--- src/rtl/gpu_mode_sequencer.sv ---
// Scanline/frame sequencer: dot/line counters, LCD mode walk (OAM -> transfer -> HBLANK, then VBLANK),
// microcode start/abort/done handshake and the VBLANK/STAT interrupt pulses.
module gpu_mode_sequencer #(
  parameter int DOTS_PER_LINE = 456,
  parameter int OAM_DOTS      = 80,
  parameter int LINES_VISIBLE = 144,
  parameter int LINES_TOTAL   = 154
) (
  input  logic       iClock,
  input  logic       iReset,
  input  logic       iLcdEnable,
  input  logic [7:0] iLyc,
  input  logic [3:0] iStatIe,
  input  logic       iUcodeDone,
  output logic       oUcodeStart,
  output logic       oUcodeAbort,
  output logic [1:0] oMode,
  output logic [7:0] oLy,
  output logic [8:0] oDot,
  output logic       oCoincidence,
  output logic       oVblankIrq,
  output logic       oStatIrq,
  output logic       oOverrun
);

  typedef enum logic [2:0] {
    ST_OFF,
    ST_OAM,
    ST_XFER,
    ST_HBLANK,
    ST_VBLANK
  } state_t;

  localparam logic [8:0] DOT_LAST     = 9'(DOTS_PER_LINE - 1);
  localparam logic [8:0] DOT_OAM_LAST = 9'(OAM_DOTS - 1);
  localparam logic [7:0] LY_VBLANK    = 8'(LINES_VISIBLE);
  localparam logic [7:0] LY_LAST      = 8'(LINES_TOTAL - 1);

  state_t     state_q, state_d;
  logic [8:0] dot_q, dot_d;
  logic [7:0] ly_q, ly_d;
  logic [1:0] mode_q, mode_d;
  logic       start_q, start_d;
  logic       abort_q, abort_d;
  logic       overrun_q, overrun_d;
  logic       coin_q, coin_d;
  logic       stat_q, stat_d;
  logic       stat_irq_q, stat_irq_d;
  logic       vblank_irq_q, vblank_irq_d;
  logic       eol;
  logic       line_end;
  logic [7:0] ly_inc;

  always_comb begin
    state_d   = state_q;
    dot_d     = dot_q;
    ly_d      = ly_q;
    start_d   = 1'b0;
    abort_d   = 1'b0;
    overrun_d = overrun_q;
    line_end  = 1'b0;
    eol       = (dot_q == DOT_LAST);
    ly_inc    = ly_q + 8'd1;

    if (!iLcdEnable) begin
      state_d   = ST_OFF;
      dot_d     = '0;
      ly_d      = '0;
      abort_d   = (state_q == ST_XFER);
      overrun_d = 1'b0;
    end else if (state_q == ST_OFF) begin
      state_d = ST_OAM;
      dot_d   = '0;
      ly_d    = '0;
    end else begin
      dot_d = eol ? 9'd0 : dot_q + 9'd1;
      case (state_q)
        ST_OAM: begin
          if (dot_q == DOT_OAM_LAST) begin
            state_d = ST_XFER;
            start_d = 1'b1;
          end
        end
        ST_XFER: begin
          // End of line always wins over a late done; only a missing done is an overrun.
          if (eol) begin
            line_end  = 1'b1;
            overrun_d = overrun_q | ~iUcodeDone;
          end else if (iUcodeDone && !start_q) begin
            state_d = ST_HBLANK;
          end
        end
        ST_HBLANK: line_end = eol;
        ST_VBLANK: begin
          if (eol) begin
            if (ly_q == LY_LAST) begin
              ly_d    = '0;
              state_d = ST_OAM;
            end else begin
              ly_d = ly_inc;
            end
          end
        end
        default: state_d = ST_OFF;
      endcase
      if (line_end) begin
        ly_d    = ly_inc;
        state_d = (ly_inc == LY_VBLANK) ? ST_VBLANK : ST_OAM;
      end
    end

    case (state_d)
      ST_OAM:    mode_d = 2'd2;
      ST_XFER:   mode_d = 2'd3;
      ST_VBLANK: mode_d = 2'd1;
      default:   mode_d = 2'd0;
    endcase

    // Coincidence follows the line number one cycle late, so a new line starts from the old compare.
    coin_d       = (state_d != ST_OFF) && (ly_q == iLyc);
    stat_d       = ((state_d == ST_HBLANK) & iStatIe[0]) | ((state_d == ST_VBLANK) & iStatIe[1]) |
                   ((state_d == ST_OAM) & iStatIe[2]) | (coin_d & iStatIe[3]);
    stat_irq_d   = stat_d & ~stat_q;
    vblank_irq_d = (state_d == ST_VBLANK) && (state_q != ST_VBLANK);
  end

  always_ff @(posedge iClock) begin
    if (iReset) begin
      state_q      <= ST_OFF;
      dot_q        <= '0;
      ly_q         <= '0;
      mode_q       <= '0;
      start_q      <= 1'b0;
      abort_q      <= 1'b0;
      overrun_q    <= 1'b0;
      coin_q       <= 1'b0;
      stat_q       <= 1'b0;
      stat_irq_q   <= 1'b0;
      vblank_irq_q <= 1'b0;
    end else begin
      state_q      <= state_d;
      dot_q        <= dot_d;
      ly_q         <= ly_d;
      mode_q       <= mode_d;
      start_q      <= start_d;
      abort_q      <= abort_d;
      overrun_q    <= overrun_d;
      coin_q       <= coin_d;
      stat_q       <= stat_d;
      stat_irq_q   <= stat_irq_d;
      vblank_irq_q <= vblank_irq_d;
    end
  end

  assign oUcodeStart  = start_q;
  assign oUcodeAbort  = abort_q;
  assign oMode        = mode_q;
  assign oLy          = ly_q;
  assign oDot         = dot_q;
  assign oCoincidence = coin_q;
  assign oVblankIrq   = vblank_irq_q;
  assign oStatIrq     = stat_irq_q;
  assign oOverrun     = overrun_q;

endmodule
--- config.mk ---
export PLATFORM = sky130hd
export DESIGN_NAME = gpu_mode_sequencer
export DESIGN_NICKNAME = d
export VERILOG_FILES = /design/src/rtl/gpu_mode_sequencer.sv
export SDC_FILE = /design/constraint.sdc
export NUM_CORES = 1
export LEC_CHECK = 0
export ABC_AREA = 1
export BUFFER_PORTS_ARGS = -buffer_cell sky130_fd_sc_hd__buf_2
export CORE_ASPECT_RATIO = 1.1
export CORE_MARGIN = 3
export CORE_UTILIZATION = 40
export DETAILED_ROUTE_END_ITERATION = 8
export GPL_ROUTABILITY_DRIVEN = 0
export MAX_ROUTING_LAYER = met4
export PLACE_DENSITY = 0.65
export SLEW_MARGIN = 20
export SYNTH_ARGS = -nofsm -noshare
export SYNTH_HDL_FRONTEND = slang
export SYNTH_SLANG_ARGS = --single-unit
--- constraint.sdc ---
create_clock -name iClock -period 1.9 [get_ports iClock]
set_input_delay 0.19 -clock iClock [delete_from_list [all_inputs] [get_ports iClock]]
set_output_delay 0.19 -clock iClock [all_outputs]
set_load 0.03 [all_outputs]
==> impl_metrics.py <==
metrics = {
    "status": {
        "status": "finished, final reports clean",
    },
    "placement": {
        "placed_cells": 337,
        "place_area_um2": 1950,
        "dp_hpwl_um": 2860,
        "portBuffers": 40,
        "place_ws_ns": 0.0416,
    },
    "drt": {
        "ant_nets": 0,
        "avgViaCountPerCell": 4.69,
        "drt-total-wl_um": 3890,
        "detail_route.iter0.violations": 51,
        "wl_per_cell_um": 11.0,
        "vias": 1651,
        "dr.pass1.iters": 4,
        "drcViolationCount": 0,
    },
    "synth": {
        "syn_nets": 263,
        "yosys.cell_types.count": 26,
        "ys.warnings.count": 0,
        "synth-seq-area-share": 0.350,
        "postSynthAreaPerCell_um2": 6.83,
        "synthTopCellsByArea": "dfxtp_1 (35%), nand2_1 (11%), inv_1 (7.9%)",
        "synth_top_cell_by_area": "dfxtp_1",
        "synth_cells": 243,
        "syn-cell-area_um2": 1660,
        "postSynthRegisterBits": 29,
        "synth_top_cell_area_share": 0.350,
    },
    "timing": {
        "slew_violations": 0,
        "setup_ws_ns": 0.151,
        "fin_worst_skew_ns": 0.00647,
        "period_needed_ns": 1.75,
        "fmax_ghz": 0.572,
        "whs_ns": 0.157,
        "final-hold-violation-count": 0,
        "slew_headroom": 0.815,
        "worst_pin_slew_ns": 0.277,
        "setup_viol": 0,
        "period_share": 0.920,
    },
    "clocking": {
        "root_buffer": "clkbuf_8",
        "cts_made_buffers": 5,
        "cts_hold_buf": 0,
        "clock_sinks": 29,
        "cts_buffer_depth": 2,
        "clk_pin_slew_worst_paths_ns": 0.06,
        "htree_levels": 2,
        "cts_tree": "built",
        "clk_latency_ns": 0.28,
    },
    "die": {
        "die_h_um": 73.5,
        "rows": 23,
        "die_w_um": 67.4,
        "core-area_um2": 3830,
        "pin_count": 41,
        "start_util": 0.433,
        "die_area_um2": 4960,
    },
    "hold_path": {
        "hp-start": "iLcdEnable",
        "holdPathStages": 2,
        "worstHoldEndpoint": "oUcodeAbort",
        "hp-class": "primary input to flip-flop",
    },
    "global_route": {
        "busiest_layer": "met2",
        "grt_use_met1": 0.185,
        "grt_pass1_vias": 1482,
        "overflow": 0,
        "antenna_found_initial": 0,
        "grt_use_met2": 0.270,
        "use_met3": 0.0398,
        "grt_max_degree": 11,
        "track_usage": 0.166,
        "grt_first_pass_wirelength_um": 6030,
    },
    "finish": {
        "fin_util": 0.573,
        "register_area_um2": 593,
        "fin_area_um2": 2190,
        "final_cells": 352,
        "drive_gt1_frac": 0.364,
        "final.fill_count": 365,
        "antenna_cells": 0,
        "multi_input_area_um2": 985,
        "final_nets": 322,
        "area_growth_pct": 32.2,
    },
    "power": {
        "pwr_density_cell_nw_per_um2": 555,
        "swShare": 0.225,
        "power.switching_mw": 0.274,
        "pwr-share-seq": 0.509,
        "p_comb_frac": 0.081,
        "p_leak_nw": 0.992,
        "clkPwrFrac": 0.410,
        "ir_worst_vdd_mv": 0.313,
        "intPower_mw": 0.943,
    },
    "critical_path": {
        "arrival_ns": 1.93,
        "startpoint_type": "flip-flop",
        "criticalPathCategory": "flip-flop to flip-flop",
        "r2r_end": "oStatIrq",
        "cp_max_fo": 5,
        "endpoint_kind": "flip-flop",
        "rr_startpoint": "oDot[0]",
        "rr_worst_depth": 14,
        "cp-startpoint": "oDot[0]",
        "required_ns": 2.08,
        "r2r_slack_ns": 0.15,
    },
    "flow_run": {
        "cap_violations": 0,
    },
}
state kept, by name (all words and copies together) (netlist names), 2 cells and up:
register,cells
oDot,9
oLy,8
state_q,3
oMode,2
worst max-delay path by stage:
stage | to | slack (ns)
5_1_grt | oStatIrq | -0.01
6_report | oStatIrq | 0.15
3_3_place_gp | oStatIrq | 0.01
2_1_floorplan | oStatIrq | 0.06
3_5_place_dp | stat_q | 0.04
4_1_cts | oStatIrq | 0.03
worst max-delay path: stages (launching register included):
cell and delay, ns:
dfxtp_4 0.36, ha_4 0.15, nand2_4 0.06, inv_2 0.06, nand2_2 0.06, nor2_4 0.15, o21ai_4 0.10, a21boi_2 0.21
nand2_2 0.11, nand3_2 0.08, nand2_1 0.05, nand2_1 0.07, nand3_2 0.08, nand2_2 0.07, nor2_1 0.03
timing repair:
action | in CTS | in global routing
buffers inserted | 0 | 8
endpoints found under the setup margin | 0 | 4
resized for setup | 0 | 25
power by group through the flow:
stage	logic, mW	registers [mW]	clock network [mW]
global route	0.111	0.619	0.532
finish	0.0988	0.619	0.499
CTS	0.0894	0.619	0.520
global placement	0.0884	0.633	0
detailed placement	0.0890	0.633	0
floorplan	0.0501	0.642	0
kinds of logic (layout without fill, tap and decap cells):
kind of cell | after synthesis | in the layout | synth area share
xor gates and xnor gates | 10 | 10 | 0.0528
adders and majority gates | 4 | 4 | 0.0302
and+or+nand+nor | 133 | 133 | 0.370
buffers and inverters | 43 | 102 | 0.108
AOI/OAI and AO/OA | 24 | 24 | 0.0890
DFF | 29 | 29 | 0.350
Yosys cell counts:
master / number
inv_2: 6
dfxtp_1: 29
clkbuf_8: 1
inv_1: 35
nor2_1: 33
a21boi_2: 1
nor2_2: 7
buf_6: 1
nor3b_1: 2
nand2_2: 9
nor2_4: 1
o21ai_2: 1
nor3_1: 7
o22ai_1: 1
o21bai_1: 2
nand3_1: 16
and2_1: 1
o21ai_0: 1
a21oi_4: 1
ha_1: 4
nand3_2: 3
xnor2_1: 10
o21ai_1: 2
nand2_1: 50
a21oi_1: 15
nand4_1: 4
final cells by class:
type | instances | area share
timing repair buffer | 54 | 0.143
clock buffer | 7 | 0.0394
inverter | 41 | 0.0702
tap | 50 | 0.0285
sequential | 29 | 0.270
multi-input combinational | 171 | 0.449
through the flow:
stage	setup TNS [ns]	power, mW
final	0	1.22
after global routing	-0.0115	1.26
after CTS	0	1.23
after detailed placement	0	0.722
after global placement	0	0.721
after floorplan	0	0.692
per-layer routing:
metal	part of all wire	routed length, um	vias to the layer above
met4	0.031	119	0
met3	0.050	196	12
li1	-	-	871
met5	0	0	-
met2	0.47	1830	48
met1	0.45	1740	720
cell usage in the layout (no fill, tap or decap), types with 4 or more instances in the layout:
cell type / instances
nand2_1: 49
buf_2: 40
inv_1: 35
nor2_1: 31
dfxtp_1: 21
a21oi_1: 13
nand3_1: 12
buf_4: 12
xnor2_1: 10
nor2_2: 9
nand2_2: 8
nand3_2: 7
dfxtp_2: 7
inv_2: 6
nor3_1: 6
clkbuf_8: 6
nand4_1: 4
Note: power is estimated with default switching activity, not from simulation.
